--- src/rtl/fetch_stage.sv ---
// IF stage: owns the PC, drives instruction memory, fills the IF/ID register.
// Out-of-range fetches are captured as bubbles with a fault flag.
module fetch_stage #(
  parameter int unsigned DATA_WIDTH = 32,
  parameter int unsigned ADDR_WIDTH = 32,
  parameter int unsigned MEM_SIZE   = 512,
  parameter logic [ADDR_WIDTH-1:0] RESET_PC  = '0,
  parameter logic [DATA_WIDTH-1:0] NOP_INSTR = 32'h00000013
) (
  input  logic                  clk,
  input  logic                  reset_n,
  input  logic                  stall_f,
  input  logic                  stall_d,
  input  logic                  flush_d,
  input  logic                  pc_src_e,
  input  logic [ADDR_WIDTH-1:0] pc_target_e,
  output logic [ADDR_WIDTH-1:0] instr_addr,
  input  logic [DATA_WIDTH-1:0] instr_f,
  output logic [ADDR_WIDTH-1:0] pc_f,
  output logic [DATA_WIDTH-1:0] instr_d,
  output logic [ADDR_WIDTH-1:0] pc_d,
  output logic [ADDR_WIDTH-1:0] pc_plus4_d,
  output logic                  valid_d,
  output logic                  fetch_fault_d
);

  localparam int unsigned WW = ADDR_WIDTH - 2;
  localparam logic [WW-1:0] MEM_WORDS = WW'(MEM_SIZE);
  localparam logic [ADDR_WIDTH-1:0] FOUR = ADDR_WIDTH'(4);

  typedef struct packed {
    logic [DATA_WIDTH-1:0] instr;
    logic [ADDR_WIDTH-1:0] pc;
    logic [ADDR_WIDTH-1:0] pc_plus4;
    logic                  valid;
    logic                  fault;
  } if_id_t;

  localparam if_id_t BUBBLE = '{
    instr:    NOP_INSTR,
    pc:       '0,
    pc_plus4: '0,
    valid:    1'b0,
    fault:    1'b0
  };

  logic [ADDR_WIDTH-1:0] pc_q;
  logic [ADDR_WIDTH-1:0] pc_n;
  logic [ADDR_WIDTH-1:0] pc_plus4;
  logic [ADDR_WIDTH-1:0] target_al;
  logic                  in_range;

  if_id_t if_id_q;
  if_id_t if_id_n;
  if_id_t fetched;

  assign pc_plus4  = pc_q + FOUR;
  assign target_al = {pc_target_e[ADDR_WIDTH-1:2], 2'b00};
  assign in_range  = pc_q[ADDR_WIDTH-1:2] < MEM_WORDS;

  // Redirect beats stall: a taken branch must never be lost to a stall.
  always_comb begin
    pc_n = pc_plus4;
    if (pc_src_e) begin
      pc_n = target_al;
    end else if (stall_f) begin
      pc_n = pc_q;
    end
  end

  always_comb begin
    fetched          = BUBBLE;
    fetched.instr    = in_range ? instr_f : NOP_INSTR;
    fetched.pc       = pc_q;
    fetched.pc_plus4 = pc_plus4;
    fetched.valid    = 1'b1;
    fetched.fault    = ~in_range;
  end

  always_comb begin
    if_id_n = fetched;
    if (flush_d) begin
      if_id_n = BUBBLE;
    end else if (stall_d) begin
      if_id_n = if_id_q;
    end
  end

  always_ff @(posedge clk) begin
    if (!reset_n) begin
      pc_q    <= RESET_PC;
      if_id_q <= BUBBLE;
    end else begin
      pc_q    <= pc_n;
      if_id_q <= if_id_n;
    end
  end

  assign instr_addr    = pc_q;
  assign pc_f          = pc_q;
  assign instr_d       = if_id_q.instr;
  assign pc_d          = if_id_q.pc;
  assign pc_plus4_d    = if_id_q.pc_plus4;
  assign valid_d       = if_id_q.valid;
  assign fetch_fault_d = if_id_q.fault;

endmodule

--- config.mk ---
export PLATFORM = sky130hd
export DESIGN_NAME = fetch_stage
export DESIGN_NICKNAME = d
export VERILOG_FILES = /design/src/rtl/fetch_stage.sv
export SDC_FILE = /design/constraint.sdc
export NUM_CORES = 1
export LEC_CHECK = 0
export CORE_MARGIN = 5
export CORE_UTILIZATION = 45
export DETAILED_ROUTE_END_ITERATION = 8
export PLACE_DENSITY = 0.81
export REMOVE_ABC_BUFFERS = 1
export SYNTH_ARGS = -nofsm -noshare
export SYNTH_HDL_FRONTEND = slang
export SYNTH_SLANG_ARGS = --single-unit
--- constraint.sdc ---
create_clock -name clk -period 3 [get_ports clk]
set_clock_uncertainty 0.2 [all_clocks]
set_input_delay 0.45 -clock clk [delete_from_list [all_inputs] [get_ports clk]]
set_output_delay 0.45 -clock clk [all_outputs]
set_load 0.05 [all_outputs]
==> results of run 1 <==
-- routing by layer --
layer,routed length (µm),vias to the layer above
li1,-,2842
met1,8060,2755
met2,8510,303
met3,1920,34
met4,412,0
met5,0,-
-- stage by stage --
| stage | instances | setup slack, ns |
|---|---|---|
| floorplan | 594 | -0.260 |
| global placement | 1023 | 0.509 |
| detailed placement | 1023 | 0.453 |
| CTS | 1055 | 0.383 |
| global route | 1055 | 0.296 |
| finish | 1055 | 0.397 |
-- flip-flops by register name, summed over array words and instances (netlist names) --
register       count
pc_d              30
fetch_fault_d      1
instr_d           32
pc_plus4_d        30
valid_d            1
instr_addr        30
-- cell usage after synthesis (all sizes together), types with 3 or more instances --
cell	instances
dfxtp	124
buf	86
nor2	76
clkbuf	61
o21ai	45
nand2	36
a32oi	33
mux2i	31
nor3	22
nor4	22
a21oi	18
xnor2	16
nand3	13
nand4	13
and4	12
a31oi	11
or4	11
a311oi	9
nand2b	8
o31ai	8
or3	8
a211oi	6
nor2b	6
xor2	6
o211a	5
a21o	4
and2	4
and3	4
inv	4
nand3b	4
o211ai	4
o311a	4
nand4b	3
o21a	3
o41ai	3
-- cell type report --
type                            count  area (µm²)  area share [%]
Multi-Input combinational cell    466        2960            34.0
Sequential cell                   124        2480            28.5
Timing Repair Buffer              249        2430            27.9
Clock buffer                       17         425            4.89
Tap cell                          180         225            2.59
Clock inverter                     15         165            1.90
Inverter                            4        15.0           0.172
-- power breakdown --
group	leakage, nW	internal, mW	switching [mW]
sequential	1.01	1.71	0.0923
clock	0.283	1.24	0.796
combinational	1.76	0.330	0.568
total	3.05	3.27	1.46
-- placed cells by master (no fill, tap or decap), types with 8 or more instances in the layout --
cell type        netlist  layout
conb_1                 1       8
nor4_1                22      22
nand4_1               12      12
nand2_1               36      36
buf_4                 73      28
nor2_1                76      76
a32oi_1               33      33
and4_1                12      12
or3_1                  8       8
mux2i_1               31      31
o31ai_1                8       8
clkdlybuf4s50_1        0     220
nand3_1               12      12
dfxtp_1              124     124
or4_1                 11      11
a311oi_1               9       9
o21ai_0               45      45
xnor2_1               16      16
a31oi_1               11      11
nor3_1                21      21
a21oi_1               18      18
clkbuf_16              0      17
-- worst max-delay path by stage --
stage	slack (ns)	end	startpoint
2_1_floorplan	-0.26	pc_plus4_d[19]	instr_addr[6]
3_3_place_gp	0.51	pc_plus4_d[21]	instr_addr[16]
3_5_place_dp	0.45	pc_plus4_d[21]	instr_addr[16]
4_1_cts	0.38	pc_f[18]	instr_addr[18]
5_1_grt	0.30	pc_plus4_d[19]	instr_addr[16]
6_report	0.40	pc_f[18]	instr_addr[18]
-- logic make-up (layout without fill, tap and decap cells) --
family                   count (synthesis)  count (layout)  share of synthesized area (%)
AND/OR/NAND/NOR                        246             246                           20.8
AO/OA/AOI/OAI                          158             158                           17.6
buffers and inverters                  151             285                           13.6
flip-flops                             124             124                           39.7
multiplexers                            31              31                           4.96
XOR/XNOR                                22              22                           3.08
adder cells (fa/ha/maj)                  1               1                          0.200
other                                    1               8                         0.0600
==> out/metrics.yaml, run 1 <==
synth_cells: 734
viasPerCell: 5.62
whs_ns: 0.259
synth_area_leaders: "dfxtp_1 (40%), buf_4 (8.8%), mux2i_1 (5.0%)"
cts_sinks: 124
cts_inserted_buffers: 17
power_mw: 4.73
htreeDepth: 4
yosys.area.top_type: "dfxtp_1"
status: "finished, final reports clean"
cp.arrival_ns: 1.95
hold_class: "flop to flop"
tightest_slew_ns: 0.657
wl_um: 18900
drtIter0Drc: 524
ant_nets: 0
worstReg2RegEnd: "pc_plus4_d[21]"
crit_chain: "clkdlybuf4s50_1"
yosys_warnings: 0
period_share_pct: 86.8
grtUsageMet3_pct: 7.12
reg2reg_from: "instr_addr[16]"
r2r.worst_path.cells: 4
area_growth_pct: 39.2
drive_gt1_share_pct: 7.54
slowest_stage: "clkdlybuf4s50_1"
vdd_drop_max_v: 0.000385
tns_ns: 0
fmax_mhz: 384
async_flop_share_pct: 0
port_buffers: 221
grt_pass1_wl_um: 30400
diodes: 0
start_util_pct: 45.4
clkTransAtPathRegs_ns: 0.06
postCtsSetupRepairBufs: 0
ctsHoldBuffers: 0
grt_busiest_layer: "met2"
final_core_util_pct: 63.2
cpPeakStageDelay_ns: 0.90
vias: 5934
synth.cell_area_um2: 6250
synth_top_area_share_pct: 39.7
track_usage_pct: 23.0
dieHeight_um: 128
hpwlAfterDp_um: 13000
slew_headroom_pct: 56.2
cts_root_buf: "clkbuf_16"
hold_path_depth: 1
die_area_um2: 16400
synth_edf_count: 0
grt_pass1_vias: 5761
hold_path.startpoint: "valid_d"
crit_buf_inv: 1
core_area_um2: 13800
clk_latency_ns: 0.41
finalInstanceArea_um2: 8710
place.gp.congestion: 0.864
fp-row-count: 43
rsz0062_at_grt: "false"
synth_area_per_cell_um2: 8.52
hold_viol_final: 0
ys_types: 48
leakage_nw: 3.05
io_pins: 232
dr.pass1.iters: 5
synth_top_flop_cell: "dfxtp_1"
period_minus_slack_ns: 2.60
grt-ovfl-total: 0
power_density_nw_per_um2: 543
synth-seq-cells: 124
grt_use_met1_pct: 29.8
critPathLaunchType: "flop"
r2r_slack_ns: 0.44
cp.depth: 1
ys_seq_area_share_pct: 39.7
route.detailed.drc: 0
ctsResizeCount: 0
required_ns: 2.35
worstSetupEndpointType: "output port"
die_x_um: 128
crit_type: "flop to output port"
ctsLongestPathBuffers: 2
grt_max_degree: 54
min_to: "valid_d"
crit_path_max_fanout: 12
antenna_found_initial: 0
setup_viol: 0
cts_tree: "yes"
routedWlPerCell_um: 17.9
cp_top_family: "buffers and inverters"
grt_use_met2_pct: 36.0
final_nets: 933
drv_cap: 0
maxSlewViolCount: 0
place_area_um2: 8120
nFillCells: 1153
No activity file was read; power rests on OpenSTA's default activity.
==> run 2: changes to the inputs <==
clock period = 2.8 ns   (was 3 ns; I/O delays follow)
==> out/metrics.yaml, run 2 (synthesis results as in run 1) <==
ant_nets: 0  # unchanged
crit_type: "flop to output port"
grt_pass1_vias: 5763  # +0.035%
antenna_found_initial: 0  # unchanged
tns_ns: 0  # unchanged
whs_ns: 0.262  # +0.00315 ns
leakage_nw: 3.13  # +2.4%
clkTransAtPathRegs_ns: 0.06  # about the same
ctsHoldBuffers: 0  # unchanged
hold_viol_final: 0  # unchanged
port_buffers: 221  # unchanged
worstSetupEndpointType: "output port"
postCtsSetupRepairBufs: 0  # unchanged
ctsResizeCount: 0  # unchanged
fp-row-count: 43  # unchanged
tightest_slew_ns: 0.683  # +0.0257 ns
status: "finished, final reports clean"
period_minus_slack_ns: 2.61
power_mw: 5.16  # +9.1%
drv_cap: 0  # unchanged
critPathLaunchType: "flop"
slowest_stage: "clkdlybuf4s50_1"
diodes: 0  # unchanged
place_ws_ns: 0.352  # -0.100 ns
dr.pass1.iters: 5  # unchanged
vias: 6036  # +1.7%
route.detailed.drc: 0  # unchanged
crit_chain: "clkdlybuf4s50_1"
cts_inserted_buffers: 17  # unchanged
cp.arrival_ns: 1.99  # +0.04 ns
hold_class: "flop to flop"
core_area_um2: 13800  # unchanged
grt_pass1_wl_um: 31000  # +1.9%
drive_gt1_share_pct: 8.89  # +1.3 points
final_nets: 947  # +1.5%
period_share_pct: 93.2
crit_path_max_fanout: 12  # unchanged
cts_root_buf: "clkbuf_16"
power_density_nw_per_um2: 585  # +7.6%
clk_latency_ns: 0.42  # about the same
vdd_drop_max_v: 0.000461  # +20%
layout_common_cells: "clkdlybuf4s50_1 (220), dfxtp_1 (124), nor2_1 (76), o21ai_0 (45), buf_4 (42)"
layout_commonest_cell: "clkdlybuf4s50_1"
wl_um: 19500  # +3.0%
htreeDepth: 4  # unchanged
crit_buf_inv: 1  # unchanged
routedWlPerCell_um: 18.2  # +1.7%
grt_max_degree: 51  # -5.6%
required_ns: 2.18  # -0.17 ns
slew_headroom_pct: 54.5  # -1.7 points
setup_viol: 0  # unchanged
grt-ovfl-total: 0  # unchanged
place.gp.congestion: 0.899  # +4.0%
track_usage_pct: 23.6  # +0.55 points
largest_reg_flops: 32  # unchanged
cts_tree: "yes"
viasPerCell: 5.65  # +0.39%
hpwlAfterDp_um: 13600  # +4.3%
dieHeight_um: 128  # unchanged
die_area_um2: 16400  # unchanged
fmax_mhz: 383
final.setup.worst_slack_ns: 0.192  # -0.205 ns
io_pins: 232  # unchanged
drtIter0Drc: 514  # -1.9%
ctsLongestPathBuffers: 2  # unchanged
cts_sinks: 124  # unchanged
cp_top_family: "buffers and inverters"
maxSlewViolCount: 0  # unchanged
start_util_pct: 45.4  # unchanged
rsz0062_at_grt: "false"
die_x_um: 128  # unchanged
cpPeakStageDelay_ns: 0.91  # about the same
area_growth_pct: 41.1
==> run 2: cell type report <==
cell class	count	area (µm²)
Sequential cell	124	2480
Tap cell	180	225
Inverter	4	15.0
Clock inverter	13	165
Fill cell	1108	4940
Timing Repair Buffer	263	2540
Clock buffer	19	443
Multi-Input combinational cell	466	2960
==> run 2: power by group <==
group / leakage, nW / internal (mW) / switching (mW)
combinational: 1.83 / 0.367 / 0.626
clock: 0.286 / 1.43 / 0.824
sequential: 1.01 / 1.83 / 0.0895
total: 3.13 / 3.62 / 1.54
==> run 2: per-stage QoR <==
stage	util (%)	cells	cell area [µm²]
CTS	64.1	1069	8830
finish	64.1	1069	8830
global route	64.1	1069	8830
floorplan	-	594	5440
detailed placement	59.7	1037	8220
global placement	59.7	1037	8220
==> run 2: per-layer routing <==
metal / global-route usage [%] / wire length (µm) / part of all wire, %
met1: 31.1 / 8320 / 43
met2: 37.0 / 8780 / 45
met3: 6.75 / 1970 / 10
met4: 8.24 / 414 / 2.1
met5: 0 / 0 / 0
==> run 2: final timing paths <==
| path | startpoint | slack, ns | depth (start not counted) | end |
|---|---|---|---|---|
| worst min-delay path | valid_d | 0.26 | 1 | valid_d |
| worst max register to register | instr_addr[7] | 0.30 | 4 | pc_plus4_d[21] |
| worst max-delay path | instr_addr[18] | 0.19 | 1 | pc_f[18] |
| worst min register to register | valid_d | 0.26 | 1 | valid_d |
==> run 3: changes to the inputs <==
CORE_MARGIN = default   (was 5)
CORE_UTILIZATION = 30   (was 45)
MAX_ROUTING_LAYER = met4   (was default)
PLACE_DENSITY = default   (was 0.81)
==> out/metrics.yaml, run 3 (synthesis results as in run 1) <==
status: "finished, final reports clean"
ant_nets: 0  # unchanged
place_area_um2: 8350  # +1.6%
worstReg2RegEnd: "instr_addr[22]"
core_area_um2: 20400  # +48%
crit_type: "flop to output port"
vdd_drop_max_v: 0.000375  # -19%
area_growth_pct: 42.0
hold_viol_final: 0  # unchanged
hold_class: "flop to flop"
min_to: "valid_d"
layout_commonest_cell: "clkdlybuf4s50_1"
crit_buf_inv: 1  # unchanged
layout_common_cells: "clkdlybuf4s50_1 (220), dfxtp_1 (124), nor2_1 (76), o21ai_0 (45), buf_4 (41)"
io_pins: 232  # unchanged
ctsResizeCount: 0  # unchanged
period_minus_slack_ns: 2.57  # -0.0411 ns
leakage_nw: 3.10  # -0.93%
wl_um: 19900  # +2.1%
nFillCells: 2052  # +85%
clkTransAtPathRegs_ns: 0.06  # about the same
largest_reg_flops: 32  # unchanged
reg2reg_from: "instr_addr[3]"
setup_viol: 0  # unchanged
required_ns: 2.18  # about the same
drv_cap: 0  # unchanged
hold_path.startpoint: "valid_d"
r2r.worst_path.cells: 5  # +1
die_area_um2: 21400  # +31%
crit_path_max_fanout: 13  # +1
worstSetupEndpointType: "output port"
cts_inserted_buffers: 17  # unchanged
port_buffers: 221  # unchanged
fp-row-count: 52  # +21%
grt_max_degree: 44  # -14%
tightest_slew_ns: 0.677  # -0.00609 ns
cp_top_family: "buffers and inverters"
tns_ns: 0  # unchanged
routedWlPerCell_um: 17.1  # -5.9%
crit_chain: "clkdlybuf4s50_1"
cpPeakStageDelay_ns: 0.90  # about the same
grt-ovfl-total: 0  # unchanged
ctsLongestPathBuffers: 2  # unchanged
track_usage_pct: 19.1  # -4.5 points
antenna_found_initial: 1  # +1
cts_sinks: 124  # unchanged
r2r_slack_ns: 0.34  # +0.04 ns
clk_latency_ns: 0.42  # about the same
die_x_um: 146  # +14%
final-seq-area_um2: 2480  # unchanged
htreeDepth: 4  # unchanged
fmax_mhz: 390  # +1.6%
dr.pass1.iters: 4  # -1
place.gp.congestion: 0.812  # -9.7%
final_nets: 947  # unchanged
hpwlAfterDp_um: 13800  # +1.7%
grt_pass1_vias: 5360  # -7.0%
vias: 5843  # -3.2%
ctsHoldBuffers: 0  # unchanged
slowest_stage: "clkdlybuf4s50_1"
start_util_pct: 30.7  # -15 points
postCtsSetupRepairBufs: 0  # unchanged
power_density_nw_per_um2: 553  # -5.3%
cp.arrival_ns: 1.95  # -0.04 ns
dieHeight_um: 146  # +14%
period_share_pct: 91.7  # -1.5 points
hold_path_depth: 1  # unchanged
grt_pass1_wl_um: 31000  # +0.20%
maxSlewViolCount: 0  # unchanged
rsz0062_at_grt: "false"
finalInstanceArea_um2: 8880  # +0.61%
cts_root_buf: "clkbuf_16"
drtIter0Drc: 295  # -43%
drive_gt1_share_pct: 8.89  # unchanged
slew_headroom_pct: 54.5  # about the same
multiInputGateArea_um2: 2960  # about the same
route.detailed.drc: 0  # unchanged
viasPerCell: 5.04  # -11%
critPathLaunchType: "flop"
cts_tree: "yes"
-- run 3: changes by cell type in the layout (fill, tap and decap cells not counted), sizes merged --
cell      change
clkinvlp      +1
inv           -3
diode         +1
clkinv        +3
bufinv        -3
clkbuf        +2
-- run 3: power by group --
group / internal, mW / switching, mW
registers: 1.83 / 0.0869
clock network: 1.17 / 0.834
logic: 0.372 / 0.627
total: 3.37 / 1.55
-- run 3: how the worst max path moves through the flow --
| stage | from | endpoint | depth (start not counted) |
|---|---|---|---|
| 2_1_floorplan | instr_addr[6] | pc_plus4_d[19] | 4 |
| 4_1_cts | instr_addr[19] | instr_addr[19] | 1 |
| 6_report | instr_addr[19] | instr_addr[19] | 1 |
| 5_1_grt | instr_addr[3] | instr_addr[26] | 5 |
| 3_5_place_dp | stall_f | instr_addr[28] | 5 |
| 3_3_place_gp | stall_f | instr_addr[28] | 5 |
-- run 3: cell type report --
type / count / share of cell area [%]
well taps: 270 / 3.80
diodes: 1 / 0.0282
repair buffers: 263 / 28.7
clock inverters: 11 / 0.803
clock buffers: 21 / 5.18
flip-flops and latches: 124 / 27.9
inverters: 4 / 0.169
multi-input cells: 466 / 33.4
-- run 3: per-stage QoR --
step	utilization [%]	worst slack [ns]	std cells	hold WS, ns	power (mW)
final	43.6	0.233	1160	0.249	4.92
after global routing	43.6	0.115	1160	0.280	5.13
after CTS	43.6	0.200	1159	0.254	4.97
after detailed placement	41.0	0.229	1127	0.241	2.95
after global placement	41.0	0.284	1127	0.237	2.95
after floorplan	-	-0.460	594	0.329	2.49
-- run 3: routing by layer --
layer	track usage (%)	share of wire [%]
met1	25.0	47
met2	29.4	46
met3	4.16	5.6
met4	5.36	0.78
met5	-	0
